[src/rtl/core_sequencer_if.sv]
// ============================================================================
// core_sequencer_if
//   Control/handshake bundle between the instruction sequencer and its
//   environment (instruction parser, memory, datapath).
//   modport slave  : the sequencer's view
//   modport master : the environment's view
// Revision: 1.0 - initial release
// ============================================================================
`default_nettype none

interface core_sequencer_if;
  logic        start;
  logic        halt_req;
  logic [5:0]  opcode;
  logic [5:0]  funct;
  logic        mem_ready;

  logic        ir_write;
  logic        alu_en;
  logic        mem_read;
  logic        mem_write;
  logic        reg_write;
  logic        pc_write;
  logic        busy;
  logic [2:0]  state;
  logic [15:0] instr_count;
  logic        fault;

  modport slave (
    input  start, halt_req, opcode, funct, mem_ready,
    output ir_write, alu_en, mem_read, mem_write, reg_write, pc_write,
           busy, state, instr_count, fault
  );

  modport master (
    output start, halt_req, opcode, funct, mem_ready,
    input  ir_write, alu_en, mem_read, mem_write, reg_write, pc_write,
           busy, state, instr_count, fault
  );
endinterface

`default_nettype wire

[src/rtl/core_sequencer.sv]
// ============================================================================
// core_sequencer
//   Multi-cycle instruction sequencer: FETCH -> DECODE -> EXEC -> (MEM) -> WB.
//   Control strobes are decoded from the current state and mem_ready, so
//   ir_write / pc_write respond in the same cycle memory completes.
//   Optional macro SEQ_TIMEOUT_EN adds a memory-wait watchdog that drives the
//   sequencer into FAULT after 16 consecutive wait cycles.
// Revision: 1.0 - initial release
// ============================================================================
`default_nettype none

module core_sequencer (
  input  wire logic      clock,
  input  wire logic      reset_n,
  core_sequencer_if.slave bus
);

  typedef enum logic [2:0] {
    S_IDLE   = 3'd0,
    S_FETCH  = 3'd1,
    S_DECODE = 3'd2,
    S_EXEC   = 3'd3,
    S_MEM    = 3'd4,
    S_WB     = 3'd5,
    S_FAULT  = 3'd6
  } state_t;

  localparam logic [5:0] OP_SPECIAL = 6'h00;
  localparam logic [5:0] OP_J       = 6'h02;
  localparam logic [5:0] OP_BEQ     = 6'h04;
  localparam logic [5:0] OP_BNE     = 6'h05;
  localparam logic [5:0] OP_LW      = 6'h23;
  localparam logic [5:0] OP_SW      = 6'h2B;
  localparam logic [5:0] FN_JR      = 6'h08;

  state_t      state_q;
  logic [5:0]  opcode_q;
  logic [5:0]  funct_q;
  logic        halt_q;
  logic [15:0] count_q;

  // Instruction class, taken only from the copies captured in DECODE
  logic is_load;
  logic is_store;
  logic is_jump;

  assign is_load  = (opcode_q == OP_LW);
  assign is_store = (opcode_q == OP_SW);
  assign is_jump  = (opcode_q == OP_J) || (opcode_q == OP_BEQ) ||
                    (opcode_q == OP_BNE) ||
                    ((opcode_q == OP_SPECIAL) && (funct_q == FN_JR));

  // A halt seen this cycle counts as pending even before it is latched
  logic   halt_pending;
  state_t retire_state;

  assign halt_pending = halt_q | bus.halt_req;
  assign retire_state = halt_pending ? S_IDLE : S_FETCH;

  logic timeout;

`ifdef SEQ_TIMEOUT_EN
  logic [3:0] wait_q;
  logic       waiting;

  // FETCH/MEM are only left on mem_ready or timeout, both of which clear the
  // counter, so "consecutive waits in the same state" needs no extra tracking
  assign waiting = ((state_q == S_FETCH) || (state_q == S_MEM)) && !bus.mem_ready;
  assign timeout = waiting && (wait_q == 4'hF);

  // Count consecutive memory-wait cycles
  always_ff @(posedge clock or negedge reset_n) begin
    if (!reset_n) begin
      wait_q <= 4'd0;
    end else if (waiting && !timeout) begin
      wait_q <= wait_q + 4'd1;
    end else begin
      wait_q <= 4'd0;
    end
  end

  assign bus.fault = (state_q == S_FAULT);
`else
  assign timeout   = 1'b0;
  assign bus.fault = 1'b0;
`endif

  // Strobe decode; everything stays low in IDLE and FAULT
  logic ir_write;
  logic alu_en;
  logic mem_read;
  logic mem_write;
  logic reg_write;
  logic pc_write;

  // Decode control strobes from the current state and memory handshake
  always_comb begin
    ir_write  = 1'b0;
    alu_en    = 1'b0;
    mem_read  = 1'b0;
    mem_write = 1'b0;
    reg_write = 1'b0;
    pc_write  = 1'b0;
    case (state_q)
      S_FETCH: begin
        mem_read = 1'b1;
        ir_write = bus.mem_ready;
      end
      S_EXEC: begin
        alu_en   = 1'b1;
        pc_write = is_jump;
      end
      S_MEM: begin
        // lw and sw are exclusive opcodes, so read/write never overlap
        mem_read  = is_load;
        mem_write = is_store;
        pc_write  = is_store && bus.mem_ready;
      end
      S_WB: begin
        reg_write = 1'b1;
        pc_write  = 1'b1;
      end
      default: begin
      end
    endcase
  end

  assign bus.ir_write    = ir_write;
  assign bus.alu_en      = alu_en;
  assign bus.mem_read    = mem_read;
  assign bus.mem_write   = mem_write;
  assign bus.reg_write   = reg_write;
  assign bus.pc_write    = pc_write;
  assign bus.state       = state_q;
  assign bus.busy        = (state_q != S_IDLE) && (state_q != S_FAULT);
  assign bus.instr_count = count_q;

  // Sequencer state, halt latch and captured instruction fields
  always_ff @(posedge clock or negedge reset_n) begin
    if (!reset_n) begin
      state_q  <= S_IDLE;
      halt_q   <= 1'b0;
      opcode_q <= 6'd0;
      funct_q  <= 6'd0;
    end else begin
      if (bus.halt_req) begin
        halt_q <= 1'b1;
      end

      case (state_q)
        S_IDLE: begin
          if (bus.start) begin
            state_q <= S_FETCH;
          end
        end
        S_FETCH: begin
          if (bus.mem_ready) begin
            state_q <= S_DECODE;
          end else if (timeout) begin
            state_q <= S_FAULT;
          end
        end
        S_DECODE: begin
          opcode_q <= bus.opcode;
          funct_q  <= bus.funct;
          state_q  <= S_EXEC;
        end
        S_EXEC: begin
          // jumps/branches retire here through pc_write below
          if (is_load || is_store) begin
            state_q <= S_MEM;
          end else if (!is_jump) begin
            state_q <= S_WB;
          end
        end
        S_MEM: begin
          // a completing store retires through pc_write below
          if (bus.mem_ready) begin
            if (is_load) begin
              state_q <= S_WB;
            end
          end else if (timeout) begin
            state_q <= S_FAULT;
          end
        end
        S_FAULT: begin
          state_q <= S_FAULT;
        end
        default: begin
          state_q <= state_q;
        end
      endcase

      // Retirement: back to FETCH, or IDLE when a halt is pending; entering
      // IDLE consumes the halt
      if (pc_write) begin
        state_q <= retire_state;
        if (halt_pending) begin
          halt_q <= 1'b0;
        end
      end
    end
  end

  // Retired-instruction counter, wraps naturally at 16 bits
  always_ff @(posedge clock or negedge reset_n) begin
    if (!reset_n) begin
      count_q <= 16'd0;
    end else if (pc_write) begin
      count_q <= count_q + 16'd1;
    end
  end

endmodule

`default_nettype wire

[src/flat_wrapper.sv]
// flat-port wrapper written by rule: the top's interface ports become plain ports
module core_sequencer_flat 
  (clock, reset_n, bus_start, bus_halt_req, bus_opcode, bus_funct, bus_mem_ready, bus_ir_write, bus_alu_en, bus_mem_read, bus_mem_write, bus_reg_write, bus_pc_write, bus_busy, bus_state, bus_instr_count, bus_fault);
  core_sequencer_if bus_i ();
  input  wire logic clock;
  input  wire logic reset_n;
  input wire logic [$bits(bus_i.start)-1:0] bus_start;
  input wire logic [$bits(bus_i.halt_req)-1:0] bus_halt_req;
  input wire logic [$bits(bus_i.opcode)-1:0] bus_opcode;
  input wire logic [$bits(bus_i.funct)-1:0] bus_funct;
  input wire logic [$bits(bus_i.mem_ready)-1:0] bus_mem_ready;
  output wire logic [$bits(bus_i.ir_write)-1:0] bus_ir_write;
  output wire logic [$bits(bus_i.alu_en)-1:0] bus_alu_en;
  output wire logic [$bits(bus_i.mem_read)-1:0] bus_mem_read;
  output wire logic [$bits(bus_i.mem_write)-1:0] bus_mem_write;
  output wire logic [$bits(bus_i.reg_write)-1:0] bus_reg_write;
  output wire logic [$bits(bus_i.pc_write)-1:0] bus_pc_write;
  output wire logic [$bits(bus_i.busy)-1:0] bus_busy;
  output wire logic [$bits(bus_i.state)-1:0] bus_state;
  output wire logic [$bits(bus_i.instr_count)-1:0] bus_instr_count;
  output wire logic [$bits(bus_i.fault)-1:0] bus_fault;
  assign bus_i.start = bus_start;
  assign bus_i.halt_req = bus_halt_req;
  assign bus_i.opcode = bus_opcode;
  assign bus_i.funct = bus_funct;
  assign bus_i.mem_ready = bus_mem_ready;
  assign bus_ir_write = bus_i.ir_write;
  assign bus_alu_en = bus_i.alu_en;
  assign bus_mem_read = bus_i.mem_read;
  assign bus_mem_write = bus_i.mem_write;
  assign bus_reg_write = bus_i.reg_write;
  assign bus_pc_write = bus_i.pc_write;
  assign bus_busy = bus_i.busy;
  assign bus_state = bus_i.state;
  assign bus_instr_count = bus_i.instr_count;
  assign bus_fault = bus_i.fault;
  core_sequencer u_core (.clock(clock), .reset_n(reset_n), .bus(bus_i));
endmodule
[config.mk]
export PLATFORM = sky130hd
export DESIGN_NAME = core_sequencer_flat
export DESIGN_NICKNAME = d
export VERILOG_FILES = /design/src/rtl/core_sequencer_if.sv /design/src/rtl/core_sequencer.sv /design/src/flat_wrapper.sv
export SDC_FILE = /design/constraint.sdc
export NUM_CORES = 1
export LEC_CHECK = 0
export CORE_MARGIN = 2
export CORE_UTILIZATION = 56
export CTS_BUF_LIST = sky130_fd_sc_hd__clkbuf_16
export CTS_CLUSTER_SIZE = 40
export DETAILED_ROUTE_END_ITERATION = 10
export DONT_BUFFER_PORTS = 1
export GPL_ROUTABILITY_DRIVEN = 0
export PLACE_DENSITY_LB_ADDON = 0.2
export SLEW_MARGIN = 10
export SYNTH_ARGS = -nofsm -noshare
export SYNTH_HDL_FRONTEND = slang
export SYNTH_SLANG_ARGS = --single-unit
[constraint.sdc]
create_clock -name clock -period 5.75 [get_ports clock]
set_clock_uncertainty 0.15 [all_clocks]
set_input_delay 0.2875 -clock clock [delete_from_list [all_inputs] [get_ports clock]]
set_output_delay 0.2875 -clock clock [all_outputs]
set_load 0.05 [all_outputs]
=== Word-level counts from Yosys, hierarchy flattened ===
Index checks and enable logic that the tools add are counted.

* Word-level logic and storage cells: 55
* Output and inout bits: 27
* Input port bits: 17
* Register bits after elaboration: 32

* Mux-type cells: 18
* Bitwise logic cells: 1
* $add $sub $neg: 1
* Equality and inequality tests: 18
* Reductions and logical operators: 12

{| class="wikitable"
|+ Operators by type and width
! cell !! number
|-
| 3-bit two-way mux || 7
|-
| 3-bit one-hot mux with 6 select lines || 1
|-
| 16-bit by 1-bit adder with 16-bit output (second input constant) || 1
|-
| 6-bit by 3-bit equality test with 1-bit output (second input constant) || 2
|-
| 6-bit equality test (second input constant) || 2
|-
| 3-bit inequality test (second input constant) || 4
|-
| 3-bit equality test (second input constant) || 3
|-
| 1-bit two-way mux || 8
|-
| 7-bit nonzero test || 1
|-
| 3-bit by 2-bit equality test with 1-bit output (second input constant) || 2
|-
| 6-bit by 2-bit equality test with 1-bit output (second input constant) || 1
|-
| 6-bit by 4-bit equality test with 1-bit output (second input constant) || 1
|-
| 6-bit logical NOT || 1
|-
| 6-bit AND reduction || 1
|-
| 1-bit logical OR || 4
|-
| 4-bit inequality test (second input constant) || 1
|-
| 3-bit by 1-bit equality test with 1-bit output (second input constant) || 1
|-
| 1-bit logical AND || 3
|-
| 3-bit logical NOT || 1
|-
| 3-bit by 2-bit inequality test with 1-bit output (second input constant) || 1
|-
| 1-bit one-hot mux with 3 select lines || 1
|-
| 3-bit nonzero test || 1
|-
| 1-bit one-hot mux with 2 select lines || 1
|-
| 1-bit OR || 1
|}

=== Longest topological paths before layout ===
* Word-level depth: 8
* Depth in mapped cells: 7
* Mapped depth without buffers: 5

=== Least setup slack after synthesis ===
Ideal clock, no wire load.

* Path kind: reg-to-output
* Start: register u_core.state_q[2], in the netlist u_core.bus.state[2]
* End: output bus_mem_write
* Data required time: 5.313 ns
* Path buffers: 1
* Stages on the path, launching flop included: 4
* Path slack: 2.653 ns
* Arrival: 2.660 ns
* Path through: dfrtp_1 clkbuf_1 nand2_1 nor4b_1

* Longest elaborated chain between the ends: 2

{| class="wikitable"
|+ RTL lines
! element !! line !! text
|-
| start, declared || core_sequencer.sv:36 || <nowiki>state_t state_q;</nowiki>
|-
| start signal, assigned || core_sequencer.sv:190 || <nowiki>state_q <= state_q;</nowiki>
|-
| start signal, assigned || core_sequencer.sv:197 || <nowiki>state_q <= retire_state;</nowiki>
|-
| 3-bit equality test || core_sequencer.sv:104 || <nowiki>case (state_q)</nowiki>
|-
| 1-bit two-way mux || core_sequencer.sv:104 ||
|-
| end, declared || flat_wrapper.sv:15 || <nowiki>output wire logic [$bits(bus_i.mem_write)-1:0] bus_mem_write;</nowiki>
|}

No other way between the ends.

=== Worst setup path after layout ===
* Start: register u_core.state_q[1], in the netlist u_core.bus.state[1]
* End: output bus_pc_write

* Longest elaborated chain between the ends: 2
* Elaborated cells on any way between the ends: 4
* Those cells by class: eq/ne: 3; mux: 1

{| class="wikitable"
|+ RTL lines
! element !! line !! text
|-
| 3-bit equality test or 3-bit by 2-bit equality test with 1-bit output (tied branches) || core_sequencer.sv:104 ||
|-
| 1-bit one-hot mux with 3 select lines (*) || core_sequencer.sv:104 ||
|-
| end, declared || flat_wrapper.sv:17 || <nowiki>output wire logic [$bits(bus_i.pc_write)-1:0] bus_pc_write;</nowiki>
|}

Mark *: on every way between the ends. The rest lies on a longest branch, timed or not.

==> impl_metrics.csv <==
group,metric,value,unit
setup_path,setup.worst_path.start_class,"flip-flop",
power_and_ir_drop,leakage,0.6806,nW
clocking,clk_pin_slew_worst_paths,0.05,ns
layout,syn2layout_area_growth,11.66,%
clocking,cts_root_buffer,"clkbuf_16",
global_route,track_usage,20.25,%
logic_synthesis,synth.distinct_cells,36,
place,place_ws,2.734,ns
sta,relSlewSlack,22.15,%
global_route,grt_pass1_vias,1086,
floorplan,start_util,58.86,%
logic_synthesis,syn_area_per_cell,11.33,sq um
sta,fmax,327.3,MHz
sta,finalMaxSlewViolations,0,
sta,finalWorstSetupSlack,2.695,ns
power_and_ir_drop,seqPwrFrac,48.3,%
clocking,cts_sinks,32,
clocking,clkLatencyLatePin,0.28,ns
sta,hold_viol_final,0,
floorplan,die-height,57.61,um
detailed_routing,ant_nets,0,
setup_path,critPathKind,"reg -> out",
clocking,cts_inserted_buffers,5,
layout,drive_gt1_share,22.07,%
detailed_routing,wirelength,2901,um
detailed_routing,route.vias.total,1066,
setup_path,crit_fanout,16,
floorplan,core_area,2734,sq um
logic_synthesis,seq_area_frac_synth,49.77,%
clocking,htreeDepth,2,
setup_path,setup.worst_path.start,"u_core.bus.state[1]",
layout,nNetsFinal,162,
layout,final_cells,176,
layout,final_cell_mix,"32 x dfrtp_1, 12 x mux2_2, 12 x xor2_1",
sta,fin_tns_setup,0,ns
global_route,antenna_found_initial,0,
floorplan,dieArea,3318,sq um
sta,rsz0062_at_grt,"no",
clocking,cts_resized,0,
power_and_ir_drop,comb_power_share,30.4,%
detailed_routing,wl_per_cell,16.48,um
status,status,"finished, final reports clean",
place,dpl.cell_count,165,
layout,final_util,65.72,%
clocking,cts_tree,"yes",
floorplan,die_w,57.61,um
logic_synthesis,synth_area,1609,sq um
global_route,grt_pass1_wl,4933,um
power_and_ir_drop,p_per_area,632.3,nW/um^2
power_and_ir_drop,vdd_drop_max,0.0006004,V
logic_synthesis,syn-num-nets,160,
global_route,grt_max_degree,33,
setup_path,r2r-start,"u_core.bus.state[1]",
floorplan,io_pins,44,
layout,mostFrequentLayoutCell,"dfrtp_1",
power_and_ir_drop,p_sw,539.0,uW
setup_path,cp.arrival,2.62,ns
detailed_routing,dr.pass1.iters,4,
hold_path,min_path_type,"in -> reg",
clocking,clockBufferDepth,2,
power_and_ir_drop,clkPwrFrac,21.3,%
power_and_ir_drop,swShare,47.45,%
hold_path,hp-start,"bus_funct[3]",
detailed_routing,first_iter_violations,35,
place,portBuffers,0,
floorplan,fp-row-count,19,
place,place_hpwl,2035,um
setup_path,crit_required,5.31,ns
power_and_ir_drop,p_int,597.0,uW
sta,setup_viol,0,
sta,worst_pin_slew,1.165,ns
detailed_routing,drc,0,
sta,min_period_over_period,53.14,%
setup_path,end_kind,"primary output",
sta,fin_crit,3.055,ns
layout,fillers,205,
logic_synthesis,synth_seq_cells,32,
detailed_routing,vias_per_cell,6.057,
layout,n_antenna_cell,0,
flow_run,max-cap-violations,0,
logic_synthesis,synthCells,142,
logic_synthesis,ys_warn_count,0,
global_route,grt_overflow,0,
[final cells by class]
type                       count  area [sq um]  share of cell area (%)
inverter                       6         22.52                   1.253
clock buffer                   5         125.1                   6.964
timing repair buffer           3         40.04                   2.228
clock inverter                 3         11.26                  0.6267
multi-input combinational     96         758.2                   42.20
sequential                    32         800.8                   44.57
tap                           31         38.79                   2.159
[cells by family after synthesis]
kind of cell | count (synthesis) | share of synthesized area [%]
muxes | 13 | 9.020
xor gates and xnor gates | 16 | 8.709
DFF | 32 | 49.77
AOI/OAI and AO/OA | 24 | 14.15
and+or+nand+nor | 41 | 13.53
other | 1 | 0.2331
adders and majority gates | 1 | 0.7775
buffers and inverters | 14 | 3.810
[flip-flops by register name, summed over array words and instances (netlist names)]
name	flops
u_core.opcode_q	6
u_core.bus.instr_count	16
u_core.halt_q	1
u_core.bus.state	3
u_core.funct_q	6
[power groups by stage]
stage | clock network, mW | logic, mW | registers (mW)
2_1_floorplan | 0 | 0.334 | 0.506
3_3_place_gp | 0 | 0.333 | 0.546
3_5_place_dp | 0 | 0.343 | 0.552
4_1_cts | 0.247 | 0.350 | 0.548
5_1_grt | 0.257 | 0.382 | 0.564
6_report | 0.242 | 0.346 | 0.548
[critical path, stage by stage, from the launching register on]
cell and delay (ns):
dfrtp_1 0.86, or4b_1 0.51, o32a_4 0.47, nand2_1 0.50
[cell usage after synthesis (all sizes together)]
master | number | area, sq um
o31ai | 1 | 7.510
xnor2 | 4 | 35.03
nand2b | 2 | 12.51
nor3 | 1 | 5.000
or2 | 2 | 12.51
or3 | 2 | 12.51
or4b | 1 | 10.01
a21oi | 8 | 40.04
a211oi | 5 | 57.56
xor2 | 12 | 105.1
and3 | 1 | 6.260
nand2 | 11 | 41.29
nor4b | 2 | 17.52
nor3b | 2 | 15.01
dfrtp | 32 | 800.8
mux2i | 1 | 10.01
ha | 1 | 12.51
conb | 1 | 3.750
nor2 | 7 | 26.28
a221oi | 1 | 8.760
nand4 | 3 | 18.77
clkbuf | 5 | 18.77
inv | 6 | 22.52
a21o | 1 | 7.510
and4 | 1 | 8.760
o21ai | 1 | 5.000
nand3 | 5 | 25.02
o32a | 1 | 22.52
o221a | 1 | 11.26
mux2 | 12 | 135.1
a21boi | 1 | 7.510
nor4 | 1 | 6.260
buf | 3 | 20.01
a2111oi | 4 | 60.06
[repair_timing]
action	in CTS	in global routing
hold buffers	3	0
setup endpoints to repair	0	0
hold endpoints to repair	33	0
buffers inserted	0	0
[path summary, 6_finish.rpt]
path | to | slack [ns] | cells after the start
worst min-delay path | u_core.funct_q[3] | 0.01 | 1
worst max register to register | u_core.bus.instr_count[1] | 2.75 | 4
worst min register to register | u_core.funct_q[3] | 0.35 | 1
min in group asynchronous | u_core.bus.instr_count[0] | 0.30 | 2
worst max-delay path | bus_pc_write | 2.69 | 3
max in group asynchronous | u_core.opcode_q[3] | 4.98 | 2
[metrics by stage]
stage / hold slack, ns / instance area, sq um / power [mW]
after detailed placement: -0.1575 / 1620 / 0.8945
after CTS: 0.003500 / 1797 / 1.146
after global routing: 0.003126 / 1797 / 1.202
after floorplan: -0.1581 / 1609 / 0.8404
final: 0.01108 / 1797 / 1.136
after global placement: -0.1574 / 1620 / 0.8790
[per-layer routing]
layer	routed length, um	track usage, %	vias to the layer above
li1	-	-	508
met1	1251	24.37	518
met2	1399	29.71	33
met3	165	7.029	7
met4	84	15.28	0
met5	0	0	-
Note: power is estimated with default switching activity, not from simulation.
